**src/rtl/addr_gen_fft_iter_inplace_pkg.sv**
```systemverilog
// Shared FFT helpers: index widths and the in-place
// radix-2 DIT butterfly address function.
package addr_gen_fft_iter_inplace_pkg;

  typedef struct packed {
    logic [31:0] a;
    logic [31:0] b;
    logic [31:0] tw;
  } fft_addr_t;

  function automatic int unsigned addr_wl(
    input int unsigned butt_wl
  );
    return butt_wl + 1;
  endfunction

  function automatic fft_addr_t fft_addr(
    input int unsigned b,
    input int unsigned l,
    input int unsigned layers
  );
    int unsigned j;
    int unsigned g;
    fft_addr_t r;
    j    = b & ((32'd1 << l) - 32'd1);
    g    = b >> l;
    r.a  = (g << (l + 1)) + j;
    r.b  = r.a + (32'd1 << l);
    r.tw = j << (layers - 1 - l);
    return r;
  endfunction

endpackage

```
**src/rtl/fft_inplace_addr_calc.sv**
```systemverilog
// Combinational (butterfly, layer) -> (A, B, twiddle)
// mapping, shared with the loader/unloader paths.
module fft_inplace_addr_calc
  import addr_gen_fft_iter_inplace_pkg::*;
#(
  parameter int LAYERS = 3,
  parameter int ButtWL = 2,
  parameter int LayWL  = 2,
  parameter int AddrWL = ButtWL + 1
) (
  input  logic [ButtWL-1:0] b,
  input  logic [LayWL-1:0]  l,
  output logic [AddrWL-1:0] a_addr,
  output logic [AddrWL-1:0] b_addr,
  output logic [ButtWL-1:0] tw_addr
);

  fft_addr_t r;
  logic      unused_hi;

  always_comb begin
    r       = fft_addr(32'(b), 32'(l), LAYERS);
    a_addr  = r.a[AddrWL-1:0];
    b_addr  = r.b[AddrWL-1:0];
    tw_addr = r.tw[ButtWL-1:0];
  end

  assign unused_hi = ^{r.a[31:AddrWL],
                       r.b[31:AddrWL],
                       r.tw[31:ButtWL]};

endmodule

```
**src/rtl/addr_gen_fft_iter_inplace.sv**
```systemverilog
// Tracks butterfly/layer position of an in-place FFT and
// drives RAM/twiddle addresses from control-unit strobes.
module addr_gen_fft_iter_inplace
  import addr_gen_fft_iter_inplace_pkg::*;
#(
  parameter int LAYERS      = 3,
  parameter int BUTTERFLYES = 4,
  parameter int LayWL       = 2,
  parameter int ButtWL      = 2,
  localparam int AddrWL     = ButtWL + 1
) (
  input  logic              CLK,
  input  logic              RST,
  input  logic              EN,
  input  logic              START,
  input  logic              BUT_STROB,
  input  logic              ADDR_EN,
  input  logic              LAY_EN,
  output logic [AddrWL-1:0] RD_ADDR_A,
  output logic [AddrWL-1:0] RD_ADDR_B,
  output logic [ButtWL-1:0] TW_ADDR,
  output logic              RD_VALID,
  output logic [AddrWL-1:0] WR_ADDR_A,
  output logic [AddrWL-1:0] WR_ADDR_B,
  output logic              WR_EN,
  output logic              BUSY,
  output logic              DONE,
  output logic              SEQ_ERR
);

  logic [ButtWL-1:0] b_q;
  logic [LayWL-1:0]  l_q;
  logic              pending_q;
  logic [AddrWL-1:0] a_c;
  logic [AddrWL-1:0] bb_c;
  logic [ButtWL-1:0] tw_c;
  logic              last_b;
  logic              last_l;
  logic              lay_ok;
  logic              viol;

  fft_inplace_addr_calc #(
    .LAYERS (LAYERS),
    .ButtWL (ButtWL),
    .LayWL  (LayWL),
    .AddrWL (AddrWL)
  ) u_calc (
    .b       (b_q),
    .l       (l_q),
    .a_addr  (a_c),
    .b_addr  (bb_c),
    .tw_addr (tw_c)
  );

  always_comb begin
    last_b = (b_q == ButtWL'(BUTTERFLYES - 1));
    last_l = (l_q == LayWL'(LAYERS - 1));
    lay_ok = ADDR_EN & pending_q & last_b & ~last_l;
    viol   = (BUT_STROB & pending_q)
           | (ADDR_EN & ~pending_q)
           | (BUT_STROB & ADDR_EN)
           | (LAY_EN & ~lay_ok);
  end

  assign WR_EN = ADDR_EN & EN & pending_q;

  always_ff @(posedge CLK) begin
    if (RST) begin
      b_q       <= '0;
      l_q       <= '0;
      pending_q <= 1'b0;
      RD_ADDR_A <= '0;
      RD_ADDR_B <= '0;
      TW_ADDR   <= '0;
      WR_ADDR_A <= '0;
      WR_ADDR_B <= '0;
      RD_VALID  <= 1'b0;
      BUSY      <= 1'b0;
      DONE      <= 1'b0;
      SEQ_ERR   <= 1'b0;
    end else if (EN) begin
      RD_VALID <= 1'b0;
      DONE     <= 1'b0;
      if (START) begin
        b_q       <= '0;
        l_q       <= '0;
        pending_q <= 1'b0;
        SEQ_ERR   <= 1'b0;
        BUSY      <= 1'b1;
      end else if (BUSY) begin
        // ADDR_EN wins over a coincident BUT_STROB
        if (ADDR_EN) begin
          if (pending_q) begin
            pending_q <= 1'b0;
            if (last_b) begin
              b_q <= '0;
              if (last_l) begin
                l_q  <= '0;
                BUSY <= 1'b0;
                DONE <= 1'b1;
              end else begin
                l_q <= l_q + 1'b1;
              end
            end else begin
              b_q <= b_q + 1'b1;
            end
          end
        end else if (BUT_STROB) begin
          RD_ADDR_A <= a_c;
          RD_ADDR_B <= bb_c;
          TW_ADDR   <= tw_c;
          WR_ADDR_A <= a_c;
          WR_ADDR_B <= bb_c;
          pending_q <= 1'b1;
          RD_VALID  <= 1'b1;
        end
        if (viol) begin
          SEQ_ERR <= 1'b1;
        end
      end
    end
  end

endmodule

```
**config.mk**
```make
export PLATFORM = sky130hd
export DESIGN_NAME = addr_gen_fft_iter_inplace
export DESIGN_NICKNAME = d
export VERILOG_FILES = /design/src/rtl/addr_gen_fft_iter_inplace_pkg.sv /design/src/rtl/fft_inplace_addr_calc.sv /design/src/rtl/addr_gen_fft_iter_inplace.sv
export SDC_FILE = /design/constraint.sdc
export NUM_CORES = 1
export LEC_CHECK = 0
export ABC_AREA = 1
export CORE_ASPECT_RATIO = 1.2
export CORE_UTILIZATION = 45
export DETAILED_ROUTE_END_ITERATION = 10
export GPL_ROUTABILITY_DRIVEN = 1
export PLACE_DENSITY = 0.71
export SLEW_MARGIN = 25
export SYNTH_ARGS = -nofsm -noshare
export SYNTH_HDL_FRONTEND = slang
export SYNTH_HIERARCHICAL = 1
export SYNTH_SLANG_ARGS = --single-unit
```
**constraint.sdc**
```tcl
create_clock -name CLK -period 3.7 [get_ports CLK]
set_input_delay 0.555 -clock CLK [delete_from_list [all_inputs] [get_ports CLK]]
set_output_delay 0.555 -clock CLK [all_outputs]
set_load 0.03 [all_outputs]
```
# After elaboration in Yosys (flattened, before gate mapping)
# Cells that the tools add are included.
# totals
ff_bits	17
latchBits	0
mem_bits_rw	0
rom_bits	0
in_bits	7
output_inout_bits	19
elab_cells	86
mem_count	0
# op_classes
n_addsub	7
n_mul	0
div_mod_pow	0
magnitude_cmp	0
eq_ne	2
shift	4
mux	34
n_bitwise	18
n_reduce_logical	11
# ops
cell	n
AND 2 x 32 -> 32 bit	1
<< shifter 1 x 2 -> 32 bit (first input constant)	1
<< shifter 32 x 32 -> 2 bit	1
<< shifter 32 x 32 -> 3 bit	1
>> shifter 2 x 2 -> 32 bit	1
subtractor 32 x 1 -> 32 bit (second input constant)	1
two-way mux 1 bit	23
two-way mux 2 bit	11
AND reduction 5 bit	2
nonzero test 2 bit	5
AND 1 bit	9
adder 3 bit	2
AND reduction 3 bit	2
NOT 1 bit	5
adder 2 x 1 -> 2 bit (second input constant)	2
equality test 2 bit (second input constant)	2
AND reduction 4 bit	1
adder 2 x 1 -> 3 bit (second input constant)	1
bitwise OR 1 bit	3
nonzero test 3 bit	1
subtractor 2 x 2 -> 3 bit (first input constant)	1

# Depth between registers and ports, before layout
# depth
ltp_word	9
depth_mapped	14
depth_no_buf	14

# By module
# Netlist, hierarchy kept.
# modules_own_cells
module	n_inst	cells_per_inst	area_per_inst_um2	seq_area_each_um2
addr_gen_fft_iter_inplace	1	111	810.8	340.3
fft_inplace_addr_calc	1	44	289.0	0.0

# Worst setup path after synthesis
# Ideal clock, no wire load.
# synth_path
path_type	register -> register
startpoint	reg l_q[0]
endpoint	reg WR_ADDR_B[2]
setup_ns	0.119
arrival_ns	2.662
t_required_ns	3.581
setup_slack_ns	0.918
path_stages_with_launch	15
n_path_buf	0
period_less_slack_ns	2.782
path_cell_list	dfxtp_1 inv_2 ha_1 inv_2 nand2_1 nor2_1 ha_1 fa_1 fa_1 xnor2_1 inv_1 nand3_1 nand2_1 o21ai_0 a21oi_1
# synth_between
elab_chain_len	5
word_cells_on_any_way	8
classes_between	add/sub (4); shift (3); bitwise (1)
# synth_rtl
item	line	text
start: declaration	addr_gen_fft_iter_inplace.sv:32	logic [LayWL-1:0] l_q;
start signal: assignment	addr_gen_fft_iter_inplace.sv:102	l_q <= l_q + 1'b1;
<< shifter 1 x 2 -> 32 bit	addr_gen_fft_iter_inplace_pkg.sv:28	r.b = r.a + (32'd1 << l);
subtractor 32 x 1 -> 32 bit	addr_gen_fft_iter_inplace_pkg.sv:25	j = b & ((32'd1 << l) - 32'd1);
AND 2 x 32 -> 32 bit	addr_gen_fft_iter_inplace_pkg.sv:25	
adder 3 bit (*)	addr_gen_fft_iter_inplace_pkg.sv:27	r.a = (g << (l + 1)) + j;
named net a_c[1]	addr_gen_fft_iter_inplace.sv:34	logic [AddrWL-1:0] a_c;
adder 3 bit (*)	addr_gen_fft_iter_inplace_pkg.sv:28	
named net bb_c[2]	addr_gen_fft_iter_inplace.sv:35	logic [AddrWL-1:0] bb_c;
end signal: assignment	addr_gen_fft_iter_inplace.sv:76	WR_ADDR_B <= '0;
end signal: assignment	addr_gen_fft_iter_inplace.sv:113	WR_ADDR_B <= bb_c;
end: declaration	addr_gen_fft_iter_inplace.sv:24	output logic [AddrWL-1:0] WR_ADDR_B,
# The timed path passes the listed nets; every way through them passes the cells marked *.
# A chain may end at the register's enable or synchronous reset.

# Final worst setup path
# Same ends and word-level chain as after synthesis.

==> impl_results.md <==
* Root Driver: clkbuf_4
* TritonCTS Sinks at 17
* DRC at 0
* Peak supply drop at about 0.17 mV
* GRT overflow at 0
* Gp weighted congestion at approximately 0.8
* Fmax at approximately 330 MHz
* PD cells at around 280 nW/um^2
* GRT Resource Usage Total at approximately 20%
* Hold Slack at ~0.45 ns
* Final-report hold violation count at 0
* Number of I/O port buffers at 25
* Vias in the first global route at 950
* Crit. End Element: flip-flop
* Worst-Skew Late Latency at 0.28 ns
* Max_slew headroom at roughly 79%
* Cell variety after synth at 23
* Required @ worst endpoint at slightly below 4 ns
* Post-CTS setup buffers at 0
* Final ANT Viol Nets at 0
* Cells after synthesis at approximately 160
* Fin Setup TNS at 0 ns
* Post-synth EDFFs at 0
* Num CTS Buffers at 3
* Tmin final at between 2 and 3 ns
* Crit share post-route at about 80%
* Worst Path Arrival at 3.18 ns
* FP Rows at 19
* Die Ht at roughly 56 um
* Drt total wl at 2240 um
* Syn Nets at 171
* CP startpoint kind: flip-flop
* CTS Hold Bufs at 0
* Hold Crit Class: flip-flop to flip-flop
* Fin util at 58.8%
* Fill count at 228
* Ports at 26
* Avg Inst Size Synth at just over 7 um^2
* PnR worst setup slack at 0.703 ns
* Core footprint at around 2300 um^2
* Critical path class: flip-flop to flip-flop
* Multi-input logic area at between 600 and 700 um^2
* First-pass DRT Iterations at 4
* Vias per Instance at about 5
* Final max-slew violation count at 0
* Ant diodes at 0
* Yosys Warn Count at 6
* Maxcap violations at 0
* Top FF cell, synth: dfxtp_1
* First-pass GRT wire length at slightly below 4000 um
* Starting Density at 47.7%
* Static leakage at slightly below 0.6 nW
* RSZ-0062 raised after global routing: false
* Seq/Total Area, Yosys at 30.9%
* Routed vias at 1032
* Run status: finished, final reports clean
* CTS H-Tree Depth at 1
* Post-synthesis sequential element count at 17
* Register-to-Register Path Depth at 13
* Least-Margin Pin Slew at roughly 0.32 ns
* Final HPWL DP at between 1500 and 2000 um
* Chip width at ~47 um
* Area grow syn2layout at 23.2%
* TritonCTS clock tree: built
* Final setup violation count at 0
* Share of layout cells above drive strength 1 at under 10%
* Yosys top cell by area: dfxtp_1
* Synth top area share at a little under a third
* Max clock buf depth at 2
* Die area at approximately 2600 um^2
* Async set or reset register ratio after synthesis at 0%
* DR iter-0 viols at 22
* Initial antenna violation count at 0
* Register area at 340 um^2
* Mapped Area at about 1100 um^2
* Largest net degree at the start of global routing at 19
* Worst-path clk slew at approximately 0.10 ns
* Drt wl/cell at between 10 and 15 um
* WHS Path Cells at 2
* Synth area leaders: dfxtp_1 (31%), nand2_1 (9.2%), inv_1 (8.2%)
* Post-CTS sizing at 0
* Pre-CTS setup slack at roughly 0.72 ns
* Layout Nets at a little under 200
* Clk_skew at about 0.00074 ns
* Crit-path max FO at 7
layout make-up:
type	count	share of cell area, %
sequential	17	25.1
clock buffer	3	1.66
multi-input combinational	104	44.3
tap	31	2.86
timing repair buffer	25	18.5
clock inverter	1	0.369
inverter	26	7.20
worst max-delay path, cell delays in order (launching register included):
cell and delay, ns:
dfxtp_1 0.49, inv_2 0.12, ha_1 0.37, inv_2 0.09, nand3_1 0.08, nor3_1 0.23
fa_1 0.50, fa_1 0.42, xnor2_1 0.20, inv_1 0.06, nand3_1 0.07, nand2_1 0.05
o21ai_0 0.16, a21oi_1 0.05
registers in the layout, indices dropped and copies added, names as in the netlist:
name and flops:
WR_ADDR_B 3, TW_ADDR 2, pending_q 1, BUSY 1, RD_VALID 1, WR_ADDR_A 3, DONE 1, SEQ_ERR 1
l_q 2, b_q 2
metrics by stage:
step | cells | instance area (um^2) | power (mW)
2_1_floorplan | 155 | 1100 | 0.253
3_3_place_gp | 203 | 1330 | 0.277
3_5_place_dp | 203 | 1330 | 0.280
4_1_cts | 207 | 1360 | 0.380
5_1_grt | 207 | 1360 | 0.396
6_report | 207 | 1360 | 0.374
cell families (layout without fill, tap and decap cells):
kind of cell | after synthesis | in the layout | synth area share [%]
buffers and inverters | 34 | 55 | 14.4
and+or+nand+nor | 62 | 62 | 25.9
AOI/OAI and AO/OA | 31 | 31 | 15.5
adders and majority gates | 9 | 9 | 11.6
DFF | 17 | 17 | 30.9
xor gates and xnor gates | 2 | 2 | 1.59
power breakdown:
group | switching (mW) | leakage (nW) | total [mW] | internal [mW]
sequential | 0.00610 | 0.138 | 0.195 | 0.189
clock | 0.0584 | 0.0177 | 0.0985 | 0.0401
combinational | 0.0481 | 0.424 | 0.0801 | 0.0320
cell usage after synthesis (2+ instances only):
| cell | number |
|---|---|
| o21ai_0 | 11 |
| nand3_1 | 11 |
| nor2_1 | 14 |
| inv_2 | 2 |
| nand2_2 | 4 |
| a21oi_1 | 16 |
| ha_1 | 7 |
| nand2_1 | 27 |
| buf_4 | 6 |
| o21ai_1 | 2 |
| xnor2_1 | 2 |
| dfxtp_1 | 17 |
| inv_1 | 24 |
| fa_1 | 2 |
| nor3_1 | 2 |
layout by cell type, fill, tap and decap left out:
cell type,instances
inv_1,24
nor3_1,2
xnor2_1,2
nand4_1,1
nand3_1,11
a21oi_1,16
nand2_2,4
dfxtp_1,17
fa_1,2
nand2_1,27
o21ai_2,1
nand2_4,1
ha_1,7
nor2_1,14
inv_2,2
clkbuf_4,3
o21ai_0,11
o21ai_1,2
o21ai_4,1
clkdlybuf4s50_1,25
clkinv_2,1
nand3_4,1
or2_1,1
routing by layer:
metal | vias to the layer above | routed length, um | GRT usage, %
met5 | - | 0 | 0
met4 | 0 | 40 | 7.76
met3 | 4 | 69 | 1.95
met2 | 22 | 1200 | 35.9
met1 | 477 | 923 | 22.6
li1 | 529 | - | -
worst paths after layout:
check,slack [ns],startpoint,endpoint
worst max-delay path,0.70,l_q[0],WR_ADDR_B[2]
worst min-delay path,0.45,TW_ADDR[1],TW_ADDR[1]
worst min register to register,0.45,TW_ADDR[1],TW_ADDR[1]
worst max register to register,0.70,l_q[0],WR_ADDR_B[2]
Power figures use the tool's default switching activity.
